<file path="src/rtl/mining_pkg.sv">
// rtl/mining_pkg.sv - shared types and sizes for the nonce search datapath
package mining_pkg;

  localparam int HDR_WORDS  = 19;
  localparam int HASH_WORDS = 8;
  localparam int MSG_WORDS  = 20;

  typedef enum logic [3:0] {
    IDLE,
    COPY,
    WR_NONCE,
    SHA_GO,
    SHA_ARM,
    SHA_WAIT,
    RD_HASH,
    CHECK,
    DONE
  } state_t;

  typedef enum logic [1:0] {
    ZC_CONT,
    ZC_PASS,
    ZC_FAIL
  } zc_t;

  // Hash words that must be inspected: ceil(tz/32), never more than the hash holds.
  function automatic logic [3:0] words_needed(input logic [8:0] tz);
    logic [9:0] t;
    t = {1'b0, tz} + 10'd31;
    return (t[9:5] > 5'(HASH_WORDS)) ? 4'(HASH_WORDS) : t[8:5];
  endfunction

endpackage

</file>
<file path="src/rtl/hash_zero_check.sv">
// rtl/hash_zero_check.sv - per-word leading-zero verdict against the difficulty target
module hash_zero_check #(
  parameter int HASH_WORDS = 8
) (
  input  logic [2:0]  i_word_idx,
  input  logic [31:0] i_word,
  input  logic [8:0]  i_target_zeros,
  output mining_pkg::zc_t o_result
);
  import mining_pkg::*;

  logic [9:0]  w_base;
  logic [9:0]  w_rem;
  logic [5:0]  w_req;
  logic [31:0] w_mask;
  logic        w_word_ok;

  always_comb begin
    // w_rem: zero bits still owed once the earlier words are accounted for
    w_base    = {2'b00, i_word_idx, 5'b00000};
    w_rem     = ({1'b0, i_target_zeros} > w_base) ? ({1'b0, i_target_zeros} - w_base) : 10'd0;
    w_req     = (w_rem > 10'd32) ? 6'd32 : w_rem[5:0];
    w_mask    = ~(32'hFFFF_FFFF >> w_req);
    w_word_ok = ((i_word & w_mask) == 32'd0);
    if (!w_word_ok)
      o_result = ZC_FAIL;
    else if (w_rem <= 10'd32)
      o_result = ZC_PASS;
    else if (i_word_idx == 3'(HASH_WORDS - 1))
      o_result = ZC_FAIL;
    else
      o_result = ZC_CONT;
  end

endmodule

</file>
<file path="src/rtl/nonce_search_ctrl.sv">
// rtl/nonce_search_ctrl.sv - nonce sweep controller wrapped around the SHA-256 hasher
// Define NONCE_BSWAP_EN to byte-swap the nonce word stored in the message buffer.
module nonce_search_ctrl #(
  parameter int HDR_WORDS  = 19,
  parameter int HASH_WORDS = 8,
  parameter int AW         = 16
) (
  input  logic          clk,
  input  logic          reset_n,
  input  logic          start,
  input  logic [AW-1:0] header_addr,
  input  logic [AW-1:0] msg_addr,
  input  logic [AW-1:0] hash_addr,
  input  logic [31:0]   nonce_start,
  input  logic [31:0]   nonce_end,
  input  logic [8:0]    target_zeros,
  output logic          done,
  output logic          found,
  output logic [31:0]   nonce_found,
  output logic [31:0]   hashes_tried,
  output logic          sha_start,
  output logic [AW-1:0] sha_message_addr,
  output logic [AW-1:0] sha_output_addr,
  input  logic          sha_done,
  output logic          sha_grant,
  output logic          mem_we,
  output logic [AW-1:0] mem_addr,
  output logic [31:0]   mem_write_data,
  input  logic [31:0]   mem_read_data
);
  import mining_pkg::*;

  state_t        r_state, w_state;
  logic [AW-1:0] r_hdr_addr, r_msg_addr, r_hash_addr;
  logic [31:0]   r_nonce_end;
  logic [8:0]    r_tz;
  logic [31:0]   r_nonce, w_nonce;
  logic [4:0]    r_idx, w_idx;
  logic [1:0]    r_ph, w_ph;
  logic [3:0]    r_ridx, w_ridx;
  logic [2:0]    r_cidx, w_cidx;
  logic          r_armed, w_armed, r_pass, w_pass;
  logic          r_done, w_done, r_found, w_found;
  logic [31:0]   r_nonce_found, w_nonce_found, r_hashes, w_hashes;
  logic          r_sha_start, w_sha_start, r_sha_grant, w_sha_grant, r_mem_we, w_mem_we;
  logic [AW-1:0] r_mem_addr, w_mem_addr;
  logic [31:0]   r_mem_wdata, w_mem_wdata;
  logic          w_job_start;
  logic [3:0]    w_need;
  zc_t           w_zc;

  function automatic logic [31:0] nonce_word(input logic [31:0] n);
`ifdef NONCE_BSWAP_EN
    return {n[7:0], n[15:8], n[23:16], n[31:24]};
`else
    return n;
`endif
  endfunction

  hash_zero_check #(.HASH_WORDS(HASH_WORDS)) u_zero_chk (
    .i_word_idx     (r_cidx),
    .i_word         (mem_read_data),
    .i_target_zeros (r_tz),
    .o_result       (w_zc)
  );

  assign w_need = words_needed(r_tz);

  always_comb begin
    w_state = r_state;  w_idx = r_idx;  w_ph = r_ph;
    w_ridx = r_ridx;  w_cidx = r_cidx;  w_armed = r_armed;  w_pass = r_pass;
    w_nonce = r_nonce;  w_done = r_done;  w_found = r_found;
    w_nonce_found = r_nonce_found;  w_hashes = r_hashes;
    w_sha_start = 1'b0;  w_sha_grant = 1'b0;  w_mem_we = 1'b0;
    w_mem_addr = r_mem_addr;  w_mem_wdata = r_mem_wdata;  w_job_start = 1'b0;
    case (r_state)
      IDLE: if (start) begin
        w_job_start = 1'b1;  w_state = COPY;  w_done = 1'b0;  w_found = 1'b0;
        w_hashes = 32'd0;  w_nonce = nonce_start;  w_idx = 5'd0;  w_ph = 2'd0;
        w_mem_addr = header_addr;
      end
      // Single shared port: header words move in read,read,write,write groups of two.
      COPY: case (r_ph)
        2'd0: begin
          w_ph = 2'd1;
          if (int'(r_idx) + 1 < HDR_WORDS) w_mem_addr = r_hdr_addr + AW'(r_idx) + AW'(1);
        end
        2'd1: begin
          w_ph = 2'd2;  w_mem_we = 1'b1;
          w_mem_addr = r_msg_addr + AW'(r_idx);  w_mem_wdata = mem_read_data;
        end
        2'd2: begin
          if (int'(r_idx) + 1 < HDR_WORDS) begin
            w_ph = 2'd3;  w_mem_we = 1'b1;
            w_mem_addr = r_msg_addr + AW'(r_idx) + AW'(1);  w_mem_wdata = mem_read_data;
          end else w_state = WR_NONCE;
        end
        default: begin
          if (int'(r_idx) + 2 < HDR_WORDS) begin
            w_ph = 2'd0;  w_idx = r_idx + 5'd2;
            w_mem_addr = r_hdr_addr + AW'(r_idx) + AW'(2);
          end else w_state = WR_NONCE;
        end
      endcase
      WR_NONCE: begin w_state = SHA_GO;  w_sha_start = 1'b1;  w_sha_grant = 1'b1; end
      SHA_GO:   begin w_state = SHA_ARM;  w_sha_grant = 1'b1; end
      SHA_ARM:  begin w_state = SHA_WAIT;  w_sha_grant = 1'b1; end
      SHA_WAIT: begin
        if (sha_done) begin
          w_state = RD_HASH;  w_armed = 1'b0;  w_cidx = 3'd0;  w_ridx = 4'd0;
          w_hashes = (r_hashes == 32'hFFFF_FFFF) ? r_hashes : r_hashes + 32'd1;
          if (w_need != 4'd0) begin w_mem_addr = r_hash_addr;  w_ridx = 4'd1; end
        end else w_sha_grant = 1'b1;
      end
      RD_HASH: begin
        w_armed = 1'b1;
        if (w_need == 4'd0) begin
          w_pass = 1'b1;  w_state = CHECK;
        end else begin
          if (r_ridx < w_need) begin
            w_mem_addr = r_hash_addr + AW'(r_ridx);  w_ridx = r_ridx + 4'd1;
          end
          // r_armed marks the first cycle whose read data has arrived.
          if (r_armed) begin
            case (w_zc)
              ZC_PASS: begin w_pass = 1'b1;  w_state = CHECK; end
              ZC_FAIL: begin w_pass = 1'b0;  w_state = CHECK; end
              default: w_cidx = r_cidx + 3'd1;
            endcase
          end
        end
      end
      CHECK: begin
        if (r_pass) begin
          w_found = 1'b1;  w_nonce_found = r_nonce;  w_state = DONE;
        end else if (r_nonce >= r_nonce_end) begin
          w_state = DONE;
        end else begin
          w_nonce = r_nonce + 32'd1;  w_state = WR_NONCE;
        end
      end
      DONE:    w_state = IDLE;
      default: w_state = IDLE;
    endcase
    if (w_state == WR_NONCE && r_state != WR_NONCE) begin
      w_mem_we = 1'b1;  w_mem_addr = r_msg_addr + AW'(HDR_WORDS);
      w_mem_wdata = nonce_word(w_nonce);
    end
    if (w_state == DONE) w_done = 1'b1;
  end

  always_ff @(posedge clk or negedge reset_n) begin
    if (!reset_n) r_state <= IDLE;
    else          r_state <= w_state;
  end

  always_ff @(posedge clk or negedge reset_n) begin
    if (!reset_n) begin
      r_nonce <= '0;  r_idx <= '0;  r_ph <= '0;  r_ridx <= '0;  r_cidx <= '0;
      r_armed <= 1'b0;  r_pass <= 1'b0;  r_done <= 1'b0;  r_found <= 1'b0;
      r_nonce_found <= '0;  r_hashes <= '0;  r_sha_start <= 1'b0;  r_sha_grant <= 1'b0;
      r_mem_we <= 1'b0;  r_mem_addr <= '0;  r_mem_wdata <= '0;
    end else begin
      r_nonce <= w_nonce;  r_idx <= w_idx;  r_ph <= w_ph;  r_ridx <= w_ridx;  r_cidx <= w_cidx;
      r_armed <= w_armed;  r_pass <= w_pass;  r_done <= w_done;  r_found <= w_found;
      r_nonce_found <= w_nonce_found;  r_hashes <= w_hashes;  r_sha_start <= w_sha_start;
      r_sha_grant <= w_sha_grant;  r_mem_we <= w_mem_we;  r_mem_addr <= w_mem_addr;
      r_mem_wdata <= w_mem_wdata;
    end
  end

  always_ff @(posedge clk or negedge reset_n) begin
    if (!reset_n) begin
      r_hdr_addr <= '0;  r_msg_addr <= '0;  r_hash_addr <= '0;  r_nonce_end <= '0;  r_tz <= '0;
    end else if (w_job_start) begin
      r_hdr_addr <= header_addr;  r_msg_addr <= msg_addr;  r_hash_addr <= hash_addr;
      r_nonce_end <= nonce_end;  r_tz <= target_zeros;
    end
  end

  assign done             = r_done;
  assign found            = r_found;
  assign nonce_found      = r_nonce_found;
  assign hashes_tried     = r_hashes;
  assign sha_start        = r_sha_start;
  assign sha_grant        = r_sha_grant;
  assign mem_we           = r_mem_we;
  assign mem_addr         = r_mem_addr;
  assign mem_write_data   = r_mem_wdata;
  assign sha_message_addr = msg_addr;
  assign sha_output_addr  = hash_addr;

endmodule

</file>
<file path="config.mk">
export PLATFORM = sky130hd
export DESIGN_NAME = nonce_search_ctrl
export DESIGN_NICKNAME = d
export VERILOG_FILES = /design/src/rtl/mining_pkg.sv /design/src/rtl/hash_zero_check.sv /design/src/rtl/nonce_search_ctrl.sv
export SDC_FILE = /design/constraint.sdc
export NUM_CORES = 1
export LEC_CHECK = 0
export ABC_AREA = 1
export ABC_CLOCK_PERIOD_IN_PS = 5630
export BUFFER_PORTS_ARGS = -buffer_cell sky130_fd_sc_hd__clkbuf_2
export CELL_PAD_IN_SITES_DETAIL_PLACEMENT = 0
export CELL_PAD_IN_SITES_GLOBAL_PLACEMENT = 1
export CORE_AREA = 2 2 231 233
export CTS_BUF_LIST = sky130_fd_sc_hd__clkbuf_16
export DETAILED_ROUTE_END_ITERATION = 6
export DIE_AREA = 0 0 233 235
export PLACE_DENSITY_LB_ADDON = 0.1
export SYNTH_ARGS = -nofsm -noshare
export SYNTH_HDL_FRONTEND = slang
export SYNTH_SLANG_ARGS = --single-unit
</file>
<file path="constraint.sdc">
create_clock -name clk -period 5.63 [get_ports clk]
set_input_delay 0.2815 -clock clk [delete_from_list [all_inputs] [get_ports clk]]
set_output_delay 0.2815 -clock clk [all_outputs]
set_load 0.02 [all_outputs]
</file>
# Word level (Yosys, flattened, before mapping)
# Index checks and enable logic that the tools add are counted.
# Widths: inputs -> output; s select.
# word_totals
regBits	258
in_bits	157
out_inout_bits	149
elab_cells	197
# classes
add_sub_neg	16
n_lt_le_gt_ge	8
n_eq_ne	37
shifts	1
muxes	78
bitwise_logic	2
n_reduce_logical	33
# op_table
operator	n
$mux 32	9
$pmux 32 s2	3
$mux 16	9
$add 32x1->32 const B	2
$pmux 16 s4	1
$mux 4	13
$pmux 16 s3	1
$add 16x1->16 const B	2
$add 16x5->16	2
$and 32x32->32	1
$eq 32x32->1 const B	1
$ge 32x32->1	1
$logic_not 32->1	1
$not 32->32	1
$pmux 4 s8	1
$shr 32x6->32 const A	1
$ne 3x3->1 const B	7
$ne 2x2->1 const B	10
$add 16x2->16 const B	1
$add 16x4->16	1
$add 16x5->16 const B	1
$eq 4x3->1 const B	4
$pmux 4 s2	2
$reduce_and 4->1	4
other kinds (47)	96

# Longest topological paths before layout
# logic_depth
depth_word	19
depth_mapped	34
depth_no_buf	32

# Hierarchy
# A second synthesis with hierarchy kept.
# unflattened
cells_unflattened	2633
hier_area_um2	18087.3
# by_module_without_submodules
module	n_inst	cells_each	area_per_inst_um2	seq_area_each_um2
nonce_search_ctrl	1	2455	17169.0	6431.2
hash_zero_check	1	178	918.4	0.0

# Worst setup path after synthesis
# No wires, ideal clock.
# synth_path
path_kind	register to register
from	reg r_tz[5]
to	reg r_mem_wdata[10] (netlist: mem_write_data[10])
setup_ns	0.116
arrival_time_ns	4.032
path_slack_ns	1.482
stages_incl_launch_ff	31
path_buffers	2
synth_period_minus_slack_ns	4.148
path_cell_list	dfrtp_1 inv_1 ha_1 fa_1 nand2_1 a21oi_1 nand2_1 o211ai_1 nand2_1 nor2_1 nand3_1 nand3_1 nor2_1 nor2_1 nor2_1 nand3_1 inv_1 ha_1 o31ai_1 a21oi_1 nand2_2 nor2_1 and2_1 buf_6 nand2_8 nand2_4 inv_4 buf_6 nor2_1 nand2_1 nand2_1
# synth_via
elab_chain_len	19
word_cells_on_any_way	30
cone_classes	add/sub (2); order compare (4); eq/ne (4); shift (1); mux (10); bitwise (2); reduce/logical (7)
# synth_rtl
element	line	source
from (decl)	nonce_search_ctrl.sv:36	logic [8:0] r_tz;
from (signal assigned)	nonce_search_ctrl.sv:177	r_nonce_end <= nonce_end; r_tz <= target_zeros;
$sub 9x8->10 / $gt 9x8->1 (equally long branches)	hash_zero_check.sv:21	w_rem = ({1'b0, i_target_zeros} > w_base) ? ({1'b0, i_target_zeros} - w_base) : 10'd0;
$mux 10	hash_zero_check.sv:21	
$gt 10x6->1	hash_zero_check.sv:22	w_req = (w_rem > 10'd32) ? 6'd32 : w_rem[5:0];
$mux 6	hash_zero_check.sv:22	
$shr 32x6->32	hash_zero_check.sv:23	w_mask = ~(32'hFFFF_FFFF >> w_req);
$not 32->32	hash_zero_check.sv:23	
$and 32x32->32	hash_zero_check.sv:24	w_word_ok = ((i_word & w_mask) == 32'd0);
$logic_not 32->1	hash_zero_check.sv:24	
[... 4 more ...]	-	
$mux 4	nonce_search_ctrl.sv:124	if (r_armed) begin
$mux 4 (*)	nonce_search_ctrl.sv:117	if (w_need == 4'd0) begin
$pmux 4 s8 (*)	nonce_search_ctrl.sv:76	case (r_state)
via w_state[0]	nonce_search_ctrl.sv:33	state_t r_state, w_state;
$eq 4x2->1 (*)	nonce_search_ctrl.sv:145	if (w_state == WR_NONCE && r_state != WR_NONCE) begin
$logic_and 1x1->1 (*)	nonce_search_ctrl.sv:145	
$ne 3x3->1 (no source line), or another cell as far along	-	
$reduce_and 3->1 (no source line)	-	
to (signal assigned)	nonce_search_ctrl.sv:168	r_mem_wdata <= w_mem_wdata;
to (decl)	nonce_search_ctrl.sv:47	logic [31:0] r_mem_wdata, w_mem_wdata;
# The timed path passes the listed nets; every way through them passes the cells marked *.
# A chain may end at the register's enable or synchronous reset.

# Final worst setup path
# layout_path
from	reg r_tz[5]
to	reg r_mem_wdata[27] (netlist: mem_write_data[27])
# Same word-level chain as after synthesis.

==> impl_results.html <==
<table>
<tr><th>Metric</th><th>Value</th></tr>
<tr><th colspan="2">Run status</th></tr>
<tr><td>Run status</td><td>completed</td></tr>
<tr><th colspan="2">GRT</th></tr>
<tr><td>Global routing usage summed across all routing layers</td><td>0.262</td></tr>
<tr><td>Global routing met3 resource utilization</td><td>0.0402</td></tr>
<tr><td>Number of antenna violations at the first check in global routing</td><td>1</td></tr>
<tr><td>Grt total ovfl</td><td>0</td></tr>
<tr><td>Global-route met2 utilization</td><td>0.405</td></tr>
<tr><td>Global-route wire length before repair</td><td>110 mm</td></tr>
<tr><td>Global routing's busiest layer</td><td>met2</td></tr>
<tr><td>M1 GR Usage</td><td>0.383</td></tr>
<tr><td>Number of global-route vias before repair</td><td>18374</td></tr>
<tr><td>Pin count of the biggest net entering global routing</td><td>111</td></tr>
<tr><th colspan="2">Power and ir drop</th></tr>
<tr><td>Leakage component of the power</td><td>10.8 nW</td></tr>
<tr><td>Worst ir drop on vdd</td><td>0.000277 V</td></tr>
<tr><td>Power per cell area</td><td>572 nW/um2</td></tr>
<tr><th colspan="2">Place</th></tr>
<tr><td>Total of buffers placed on input and output ports</td><td>305</td></tr>
<tr><td>Placer Congestion</td><td>0.911</td></tr>
<tr><td>Number of instances in the placed design</td><td>3553</td></tr>
<tr><td>Final HPWL DP</td><td>57.0 mm</td></tr>
<tr><th colspan="2">Logic synthesis</th></tr>
<tr><td>Seq/Total Area, Yosys</td><td>0.356</td></tr>
<tr><td>Ys flop type</td><td>dfrtp_1</td></tr>
<tr><td>Library cells used by synthesis</td><td>56</td></tr>
<tr><td>Syn nets</td><td>2890</td></tr>
<tr><td>Synth area leaders</td><td>dfrtp_1 36%, nand2_1 17%, o21ai_0 6.6%, nand3_1 6.5%, inv_1 6.3%</td></tr>
<tr><td>Number of flops mapped to enable cells by yosys</td><td>0</td></tr>
<tr><td>Post-synthesis instance area</td><td>18100 um2</td></tr>
<tr><td>Proportion of netlist area held by the largest area contributor</td><td>0.356</td></tr>
<tr><td>Yosys reg bits</td><td>257</td></tr>
<tr><td>Largest area contributor in the netlist</td><td>dfrtp_1</td></tr>
<tr><td>Synthesized instance count</td><td>2666</td></tr>
<tr><td>Share of async-settable or async-resettable flops after synthesis</td><td>1.00</td></tr>
<tr><td>Warning count from the yosys run</td><td>0</td></tr>
<tr><td>Mapped Avg Cell Area</td><td>6.78 um2</td></tr>
<tr><th colspan="2">Critical path</th></tr>
<tr><td>Dominant delay contributor by cell family on the critical path</td><td>simple AND/OR/NAND/NOR gates</td></tr>
<tr><td>Category of the worst setup path capture point</td><td>register</td></tr>
<tr><td>Top fanout value on the critical path</td><td>55</td></tr>
<tr><td>Type of origin of the critical path</td><td>register</td></tr>
<tr><td>Worst path arrival time</td><td>5.50 ns</td></tr>
<tr><td>Worst EP required</td><td>6.07 ns</td></tr>
<tr><td>Sum of buffers and inverters on the critical path</td><td>4</td></tr>
<tr><td>Most frequent CP cell</td><td>nand2_1</td></tr>
<tr><td>Max incr delay on CP</td><td>0.49 ns</td></tr>
<tr><td>Worst path slowest cell</td><td>fa_1</td></tr>
<tr><td>Startpoint-to-endpoint class of the critical path</td><td>reg2reg</td></tr>
<tr><th colspan="2">Finish</th></tr>
<tr><td>Layout cells sized above 1</td><td>0.139</td></tr>
<tr><td>Count of antenna diodes in the layout</td><td>0</td></tr>
<tr><td>Layout Nets</td><td>3204</td></tr>
<tr><td>Core occupancy in the finished layout</td><td>0.418</td></tr>
<tr><td>Layout overhead on the synthesized area</td><td>21.0%</td></tr>
<tr><td>Number of standard cells in the layout, taps in and fillers out</td><td>3691</td></tr>
<tr><td>Layout filler cell count</td><td>5498</td></tr>
<tr><th colspan="2">STA</th></tr>
<tr><td>Fmax achieved</td><td>198 MHz</td></tr>
<tr><td>Number of pins exceeding their max-slew limit in the final report</td><td>0</td></tr>
<tr><td>Fin Setup TNS</td><td>0 ns</td></tr>
<tr><td>Final Hold Viols</td><td>0</td></tr>
<tr><td>Relative max-transition margin</td><td>0.253</td></tr>
<tr><td>Unrepaired setup endpoints after global routing</td><td>no</td></tr>
<tr><td>Final period demand of the worst path</td><td>5.06 ns</td></tr>
<tr><td>Finish-stage setup viols</td><td>0</td></tr>
<tr><td>Final clock period utilization by the worst path</td><td>0.899</td></tr>
<tr><td>Worst Tran Pin Value</td><td>1.09 ns</td></tr>
<tr><td>WHS</td><td>0.0197 ns</td></tr>
<tr><td>Fin Clk Skew</td><td>0.0225 ns</td></tr>
<tr><th colspan="2">Run</th></tr>
<tr><td>Max-Cap Viols</td><td>0</td></tr>
<tr><th colspan="2">Clock network</th></tr>
<tr><td>Number of setup buffers added after CTS</td><td>0</td></tr>
<tr><td>Clk Tree Root Cell</td><td>clkbuf_16</td></tr>
<tr><td>Clock tree from TritonCTS</td><td>yes</td></tr>
<tr><td>Maximum buffer depth of the clock tree</td><td>3</td></tr>
<tr><td>Worst-Skew Late Latency</td><td>0.56 ns</td></tr>
<tr><td>Clock H-tree levels</td><td>2</td></tr>
<tr><td>Number of sinks driven by the clock tree</td><td>257</td></tr>
<tr><td>Clock transition at path regs</td><td>0.06 ns</td></tr>
<tr><td>Cts bufs inserted</td><td>34</td></tr>
<tr><th colspan="2">Drt</th></tr>
<tr><td>Detailed-route DRC error count</td><td>0</td></tr>
<tr><td>Number of DRC markers in iteration 0</td><td>1189</td></tr>
<tr><td>Number of detailed-routing iterations run before antenna repair</td><td>5</td></tr>
<tr><td>DRT Wirelength</td><td>72.3 mm</td></tr>
<tr><td>Vias</td><td>18802</td></tr>
<tr><td>Detailed-route vias per instance</td><td>5.09</td></tr>
<tr><td>Number of nets with antenna violations after detailed routing</td><td>0</td></tr>
<tr><td>Mean routed wirelength per cell</td><td>19.6 um</td></tr>
<tr><th colspan="2">Floorplan</th></tr>
<tr><td>Die Height</td><td>235 um</td></tr>
<tr><td>Die W</td><td>233 um</td></tr>
<tr><td>Die outline area</td><td>54800 um2</td></tr>
<tr><td>Boundary Pins</td><td>306</td></tr>
<tr><td>Effective utilization at floorplan</td><td>0.346</td></tr>
<tr><td>Core ar.</td><td>52200 um2</td></tr>
<tr><td>Cell row count</td><td>84</td></tr>
<tr><th colspan="2">Worst hold path</th></tr>
<tr><td>Worst hold-check path type</td><td>in2reg</td></tr>
</table>
-- per-stage QoR --
stage               setup slack [ns]  instance area (um2)  power, mW
floorplan                       1.48                18100       7.87
global placement               0.360                20000       10.2
detailed placement             0.220                20000       10.2
CTS                            0.156                21800       12.5
global route                  0.0308                21900       13.7
finish                         0.571                21900       12.5
-- logic make-up (layout without fill, tap and decap cells) --
kind of cell | Yosys count | after routing | share of synthesized area
DFF | 257 | 257 | 0.356
buffers and inverters | 439 | 776 | 0.101
xor gates and xnor gates | 67 | 67 | 0.0325
AOI/OAI and AO/OA | 406 | 406 | 0.126
adders and majority gates | 67 | 67 | 0.0472
and+or+nand+nor | 1430 | 1430 | 0.337
-- cell type report --
type / instances / area [um2] / share of cell area
inverters: 318 / 1210 / 0.0553
multi-input cells: 1970 / 9820 / 0.449
clock inverters: 25 / 234 / 0.0107
clock buffers: 34 / 851 / 0.0389
flip-flops and latches: 257 / 6430 / 0.294
well taps: 688 / 861 / 0.0394
repair buffers: 399 / 2450 / 0.112
-- cells in the final DEF (no fill, tap or decap), types with 7 or more instances in the layout --
cell / instances
xnor2_1: 7
buf_4: 14
o211ai_1: 29
a22oi_1: 21
inv_1: 311
dlygate4sd3_1: 79
nor4_1: 15
nor2_1: 204
clkbuf_16: 34
nand4_1: 50
inv_2: 9
nand3b_1: 7
nor2_2: 12
a21oi_1: 67
nand2_1: 822
ha_1: 65
clkbuf_2: 304
nand2_2: 7
dfrtp_1: 257
clkinv_2: 7
nor3_1: 57
o21ai_0: 239
nand3_1: 234
o31ai_1: 20
xor2_1: 60
-- what timing repair did --
action / CTS / global route
resized for setup: 0 / 5
hold buffers: 79 / 0
endpoints found under the hold margin: 154 / 0
endpoints found under the setup margin: 0 / 37
-- cells in the mapped netlist, drive strengths merged, types with 2 or more instances --
cell type,number
or2,4
nand3b,7
clkbuf,64
nand2,833
o31ai,20
clkinv,3
a31oi,3
fa,2
nor3b,2
ha,65
buf,57
nor2,218
nor4,16
nand3,235
nand4,51
dfrtp,257
xnor2,7
xor2,60
o21a,3
o21bai,4
and2,4
nor3,59
inv,315
o211ai,29
o221ai,5
a22oi,21
a21oi,67
o21ai,243
-- layer usage --
metal,share of wire,wire (um),vias to the layer above
met5,0.00018,13,-
met4,0.022,1570,2
met1,0.48,34900,8891
li1,-,-,9314
met3,0.053,3810,85
met2,0.44,32000,510
-- where the power goes --
part / internal (mW) / switching (mW)
Sequential: 2.62 / 0.907
Clock: 1.28 / 0.898
Combinational: 2.06 / 4.74
-- worst paths after layout --
kind / from / endpoint / slack (ns) / cells past startpoint
setup / recovery: r_tz[5] / mem_write_data[27] / 0.57 / 29
hold / removal: msg_addr[15] / r_msg_addr[15] / 0.02 / 3
setup reg to reg: r_tz[5] / mem_write_data[27] / 0.57 / 29
hold reg to reg: nonce_found[4] / nonce_found[4] / 0.48 / 2
max in group asynchronous: reset_n / r_nonce[21] / 3.91 / 3
min in group asynchronous: reset_n / hashes_tried[22] / 0.27 / 2
-- sequential cells by signal, indices dropped and copies added, names as in the netlist, 2 cells and up --
signal	count
nonce_found	32
r_nonce_end	32
mem_write_data	32
r_state	4
hashes_tried	32
r_ph	2
r_tz	9
r_msg_addr	16
r_cidx	3
r_nonce	32
r_hdr_addr	16
r_ridx	4
r_idx	4
mem_addr	16
r_hash_addr	16
-- worst reg2reg max path, delay by kind of cell, from the launching register on --
kind / cells / cell delay [ns]
compound gates: 4 / 0.63
simple gates: 18 / 2.28
flops: 1 / 0.40
fa+ha+maj: 3 / 1.01
buf+inv: 4 / 0.63
Power figures use the tool's default switching activity.
